--- config.mk ---
export PLATFORM = sky130hd
export DESIGN_NAME = care_action_ctrl
export DESIGN_NICKNAME = d
export VERILOG_FILES = /design/src/rtl/tama_pkg.sv /design/src/rtl/btn_debounce.sv /design/src/rtl/care_action_ctrl.sv
export SDC_FILE = /design/constraint.sdc
export NUM_CORES = 1
export LEC_CHECK = 0
export CELL_PAD_IN_SITES_DETAIL_PLACEMENT = 1
export CELL_PAD_IN_SITES_GLOBAL_PLACEMENT = 2
export CORE_MARGIN = 2
export CORE_UTILIZATION = 43
export CTS_CLUSTER_SIZE = 24
export DETAILED_ROUTE_END_ITERATION = 10
export HOLD_SLACK_MARGIN = 0.06
export PLACE_DENSITY_LB_ADDON = 0.12
export REMOVE_ABC_BUFFERS = 1
export SETUP_SLACK_MARGIN = 0.2
export SYNTH_ARGS = -nofsm -noshare
export SYNTH_HDL_FRONTEND = slang
export SYNTH_SLANG_ARGS = --single-unit
export TNS_END_PERCENT = 10
--- constraint.sdc ---
create_clock -name clk -period 5.65 [get_ports clk]
set_input_delay 0.565 -clock clk [delete_from_list [all_inputs] [get_ports clk]]
set_output_delay 0.565 -clock clk [all_outputs]
set_load 0.03 [all_outputs]
--- src/rtl/tama_pkg.sv ---
// Shared pet-game definitions: stat indices, care FSM encoding and the LFSR step.
// Latency: n/a (types, constants and one pure function).
// Backpressure: n/a.
package tama_pkg;

    localparam int NUM_STATS = 5;

    typedef enum logic [2:0] {
        STAT_HUNGER  = 3'd0,
        STAT_HAPPY   = 3'd1,
        STAT_HEALTH  = 3'd2,
        STAT_HYGIENE = 3'd3,
        STAT_ENERGY  = 3'd4
    } stat_e;

    typedef enum logic [1:0] {
        CARE_IDLE     = 2'd0,
        CARE_PULSE    = 2'd1,
        CARE_COOLDOWN = 2'd2
    } care_state_e;

    // x^16 + x^14 + x^13 + x^11, right-shifting Galois form
    localparam logic [15:0] LFSR_TAPS = 16'hB400;

    function automatic logic [15:0] lfsr_step(input logic [15:0] cur, input logic [15:0] seed);
        logic [15:0] nxt;
        if (cur == 16'd0) begin
            nxt = seed;
        end else begin
            nxt = (cur >> 1) ^ (cur[0] ? LFSR_TAPS : 16'd0);
        end
        return nxt;
    endfunction

endpackage

--- src/rtl/btn_debounce.sv ---
// Raw button -> 2-FF sync -> level debounce -> one-cycle press on the debounced rising edge.
// Latency: press is high 2 + DEBOUNCE_CYCLES cycles after a clean raw rise.
// Backpressure: none; release edges produce no event.
module btn_debounce
    import tama_pkg::*;
#(
    parameter int DEBOUNCE_CYCLES = 270000
) (
    input  logic clk,
    input  logic reset,
    input  logic btn_raw,
    output logic press
);

    localparam int CNT_W = (DEBOUNCE_CYCLES > 1) ? $clog2(DEBOUNCE_CYCLES) : 1;
    localparam logic [CNT_W-1:0] CNT_LAST = CNT_W'(DEBOUNCE_CYCLES - 1);

    logic             sync1_q, sync1_d;
    logic             sync2_q, sync2_d;
    logic             level_q, level_d;
    logic             press_q, press_d;
    logic [CNT_W-1:0] cnt_q, cnt_d;

    always_comb begin
        sync1_d = btn_raw;
        sync2_d = sync1_q;
        level_d = level_q;
        press_d = 1'b0;
        cnt_d   = '0;
        // Any sample agreeing with the accepted level restarts the hold window.
        if (sync2_q != level_q) begin
            if (cnt_q == CNT_LAST) begin
                level_d = sync2_q;
                press_d = sync2_q;
            end else begin
                cnt_d = cnt_q + 1'b1;
            end
        end
    end

    always_ff @(posedge clk or posedge reset) begin
        if (reset) begin
            sync1_q <= 1'b0;
            sync2_q <= 1'b0;
            level_q <= 1'b0;
            press_q <= 1'b0;
            cnt_q   <= '0;
        end else begin
            sync1_q <= sync1_d;
            sync2_q <= sync2_d;
            level_q <= level_d;
            press_q <= press_d;
            cnt_q   <= cnt_d;
        end
    end

    assign press = press_q;

endmodule

--- src/rtl/care_action_ctrl.sv ---
// Player-side care driver: debounced NEXT/OK menu, one-hot care pulse with cooldown, LFSR random stream.
// Latency: care_pulse and busy rise the cycle after the OK press; random updates every cycle.
// Backpressure: presses arriving while busy are dropped, never queued.
module care_action_ctrl
    import tama_pkg::*;
#(
    parameter int          NUM_ACTIONS     = NUM_STATS,
    parameter int          DEBOUNCE_CYCLES = 270000,
    parameter int          COOLDOWN_CYCLES = 2700000,
    parameter logic [15:0] LFSR_SEED       = 16'hACE1
) (
    input  logic       clk,
    input  logic       reset,
    input  logic       btn_next,
    input  logic       btn_ok,
    output logic [7:0] care_pulse,
    output logic [4:0] random,
    output logic [2:0] menu_sel,
    output logic       busy
);

    localparam int CD_W = (COOLDOWN_CYCLES > 1) ? $clog2(COOLDOWN_CYCLES) : 1;
    localparam logic [CD_W-1:0] CD_LAST   = CD_W'(COOLDOWN_CYCLES - 1);
    localparam logic [2:0]      MENU_LAST = 3'(NUM_ACTIONS - 1);
    localparam logic [7:0]      ACT_MASK  = 8'((16'd1 << NUM_ACTIONS) - 16'd1);

    generate
        if (NUM_ACTIONS < 1 || NUM_ACTIONS > 8) begin : g_num_actions_check
            $error("care_action_ctrl: NUM_ACTIONS must be in 1..8");
        end
    endgenerate

    logic press_next;
    logic press_ok;

    btn_debounce #(.DEBOUNCE_CYCLES(DEBOUNCE_CYCLES)) u_db_next (
        .clk     (clk),
        .reset   (reset),
        .btn_raw (btn_next),
        .press   (press_next)
    );

    btn_debounce #(.DEBOUNCE_CYCLES(DEBOUNCE_CYCLES)) u_db_ok (
        .clk     (clk),
        .reset   (reset),
        .btn_raw (btn_ok),
        .press   (press_ok)
    );

    care_state_e     state_q, state_d;
    logic [2:0]      menu_sel_q, menu_sel_d;
    logic [CD_W-1:0] cd_cnt_q, cd_cnt_d;
    logic [15:0]     lfsr_q, lfsr_d;
    logic [4:0]      random_q, random_d;

    always_comb begin
        state_d    = state_q;
        menu_sel_d = menu_sel_q;
        cd_cnt_d   = cd_cnt_q;
        care_pulse = 8'd0;
        busy       = 1'b1;
        case (state_q)
            CARE_IDLE: begin
                busy = 1'b0;
                // OK wins a same-cycle tie; the NEXT press is simply lost.
                if (press_ok) begin
                    state_d = CARE_PULSE;
                end else if (press_next) begin
                    menu_sel_d = (menu_sel_q == MENU_LAST) ? 3'd0 : menu_sel_q + 3'd1;
                end
            end
            CARE_PULSE: begin
                care_pulse = (8'd1 << menu_sel_q) & ACT_MASK;
                cd_cnt_d   = '0;
                state_d    = CARE_COOLDOWN;
            end
            CARE_COOLDOWN: begin
                if (cd_cnt_q == CD_LAST) begin
                    cd_cnt_d = '0;
                    state_d  = CARE_IDLE;
                end else begin
                    cd_cnt_d = cd_cnt_q + 1'b1;
                end
            end
            default: begin
                state_d = CARE_IDLE;
            end
        endcase
    end

    // Free-running; the zero check only matters if an upset ever clears the register.
    always_comb begin
        lfsr_d   = lfsr_step(lfsr_q, LFSR_SEED);
        random_d = lfsr_d[4:0];
    end

    always_ff @(posedge clk or posedge reset) begin
        if (reset) begin
            state_q    <= CARE_IDLE;
            menu_sel_q <= STAT_HUNGER;
            cd_cnt_q   <= '0;
            lfsr_q     <= LFSR_SEED;
            random_q   <= LFSR_SEED[4:0];
        end else begin
            state_q    <= state_d;
            menu_sel_q <= menu_sel_d;
            cd_cnt_q   <= cd_cnt_d;
            lfsr_q     <= lfsr_d;
            random_q   <= random_d;
        end
    end

    assign menu_sel = menu_sel_q;
    assign random   = random_q;

endmodule
==> metrics.yaml <==
worst_setup_path:
  startpoint_type: "flip-flop"
  cp_slowest_cell: "ha_1"
  crit_start: "state_q[0]"
  r2r_cells: 6
  worstReg2RegStart: "state_q[0]"
  cp_cell_sequence: "inv_1 > ha_1 > and2_1 > nand4_1 > or4_1 > a22oi_1"
  path_class: "flip-flop to flip-flop"
  cp_max_fo: 26
  required_ps: 5940
  worstPathArrival_ps: 3130
  slowest_delay_ps: 860
  cp-end-kind: "flip-flop"
finish:
  layout_commonest_cell: "dfrtp_1"
  antenna_cells: 0
  n_fill_cell: 1146
  seq_area_um2: 2237
  multi_input_comb_area_um2: 2034
  nNetsFinal: 460
  layout_common_cells: "dfrtp_1, nor2_1, nand2_1, nand4_1, xor2_1"
  area_delta_synth_final_pct: 9.272
  drive_gt1_frac: 0.08482
floorplan:
  start_util: 0.4386
  coreArea_um2: 10180
  io_pins: 21
  rows: 37
  dieArea_um2: 11220
  fp.dieW_um: 105.9
  dieHeight_um: 105.9
sta:
  fmax_mhz: 352.9
  setup_viol: 0
  holdWs_ps: 359.3
  timing.final.crit_share: 0.5016
  worst_pin_slew_ps: 1003
  post-route-min-period_ps: 2834
  rsz0062_at_grt: "no"
  finalSetupTns_ps: 0
  max_slew_margin: 0.3305
  hold_viol: 0
  drv_slew: 0
  setup_ws_ps: 2816
  skew_ps: 6.625
power:
  leakagePower_nw: 2.050
  vdd_drop_max_v: 0.0001788
  finalPower_mw: 1.127
  p_per_area_nw_per_um2: 230.8
detailed_routing:
  drt_wl_total_um: 9315
  drc_errors: 0
  vias_per_cell: 5.560
  vias: 3247
  routedWlPerCell_um: 15.95
  drtIter0Drc: 114
  drt-pass1-iter-count: 4
  postRouteAntennaNets: 0
global_route:
  overflow: 0
  antenna_found_initial: 0
  grt.total_usage: 0.1843
  grt_pass1_vias: 3334
  grt_max_degree: 57
  grt_pass1_wl_um: 16370
job:
  drv_cap: 0
yosys:
  ys_seq_elements: 89
  synth.distinct_cells: 49
  ys_top_cells_by_area: "dfrtp_1, dfstp_2, xor2_1"
  netlist.area_leader.share: 0.4538
  async_flop_share: 1.000
  ys_warn_count: 0
  syn_area_per_cell_um2: 10.15
  yosysTopAreaCell: "dfrtp_1"
  synth_enable_flop_cells: 0
  syn-instance-count: 440
  ys.flop_type: "dfrtp_1"
  ys_seq_area_frac: 0.5008
  synth_area_um2: 4467
clock_network:
  clkLatencyLatePin_ps: 380
  htree_levels: 3
  clk_path_buf_depth: 2
  clk_pin_slew_ps: 90
  cts_num_sinks: 89
  cts_setup_buffers: 0
  ctsResizeCount: 0
  ctsRootBufferMaster: "clkbuf_8"
  cts_tree: "done"
  hold_buffers: 0
  cts_buffers: 9
worst_hold_path:
  min_path_type: "flip-flop to flip-flop"
  holdCritStartpoint: "u_db_ok.sync1_q"
  holdPathStages: 0
placement:
  place.gp.congestion: 0.7799
  pre_cts_slack_ps: 2858
  io_buffers: 17
  dp_hpwl_um: 6295
outcome:
  status: "completed"
==> cells in the mapped netlist, types with 15 or more instances <==
cell / number
a21oi_1: 16
clkbuf_1: 15
dfrtp_1: 81
inv_1: 15
nand2_1: 29
nand3_1: 19
nand4_1: 21
nor2_1: 32
o21ai_0: 17
xnor2_1: 15
xor2_1: 20
==> metal layers <==
layer | GRT usage | part of all wire
met1 | 0.2455 | 0.48
met2 | 0.2912 | 0.47
met3 | 0.05579 | 0.032
met4 | 0.05451 | 0.011
met5 | 0 | 0
==> path summary, 6_finish.rpt <==
| check | endpoint | slack [ps] |
|---|---|---|
| min in group asynchronous | u_db_next.cnt_q[1] | 710 |
| worst min-delay path | u_db_ok.sync2_q | 360 |
| worst min register to register | u_db_ok.sync2_q | 360 |
| max in group asynchronous | lfsr_q[7] | 3940 |
| worst max-delay path | cd_cnt_q[21] | 2820 |
| worst max register to register | cd_cnt_q[21] | 2820 |
==> flip-flops by register name (all words and copies together) (netlist names), 2 cells and up <==
register / flops
lfsr_q: 12
u_db_ok.cnt_q: 19
cd_cnt_q: 22
menu_sel: 3
state_q: 2
random: 4
u_db_next.cnt_q: 19
==> metrics by stage <==
stage | util | cell area, um^2 | std cells
after global placement | 0.4600 | 4684 | 568
final | 0.4792 | 4881 | 584
after CTS | 0.4792 | 4881 | 584
after floorplan | - | 4328 | 413
after detailed placement | 0.4600 | 4684 | 568
after global routing | 0.4792 | 4881 | 584
==> report_power, final <==
group | total [mW] | internal (mW) | switching, mW
logic | 0.0295 | 0.00703 | 0.0225
registers | 0.646 | 0.642 | 0.00476
clock network | 0.451 | 0.215 | 0.236
total | 1.13 | 0.864 | 0.263
==> critical path, delay by kind of cell (launching register included) <==
kind                     cells  cell delay, ps
buffers and inverters        1             100
AND/OR/NAND/NOR              3            1190
flip-flops                   1             420
adder cells (fa/ha/maj)      1             860
AO/OA/AOI/OAI                1             160
==> logic make-up after synthesis <==
family,share of synthesized area
compound gates,0.09104
xor+xnor,0.06863
fa+ha+maj,0.03642
buf+inv,0.04538
flops,0.5008
mux,0.01260
other cells,0.0008395
simple gates,0.2443
==> layout make-up <==
| type | count | share of cell area |
|---|---|---|
| sequential | 89 | 0.4583 |
| multi-input combinational | 309 | 0.4168 |
| timing repair buffer | 19 | 0.03794 |
| tap | 136 | 0.03486 |
| clock buffer | 11 | 0.02897 |
| inverter | 15 | 0.01179 |
| clock inverter | 5 | 0.01128 |
(Power assumes the default switching activity.)
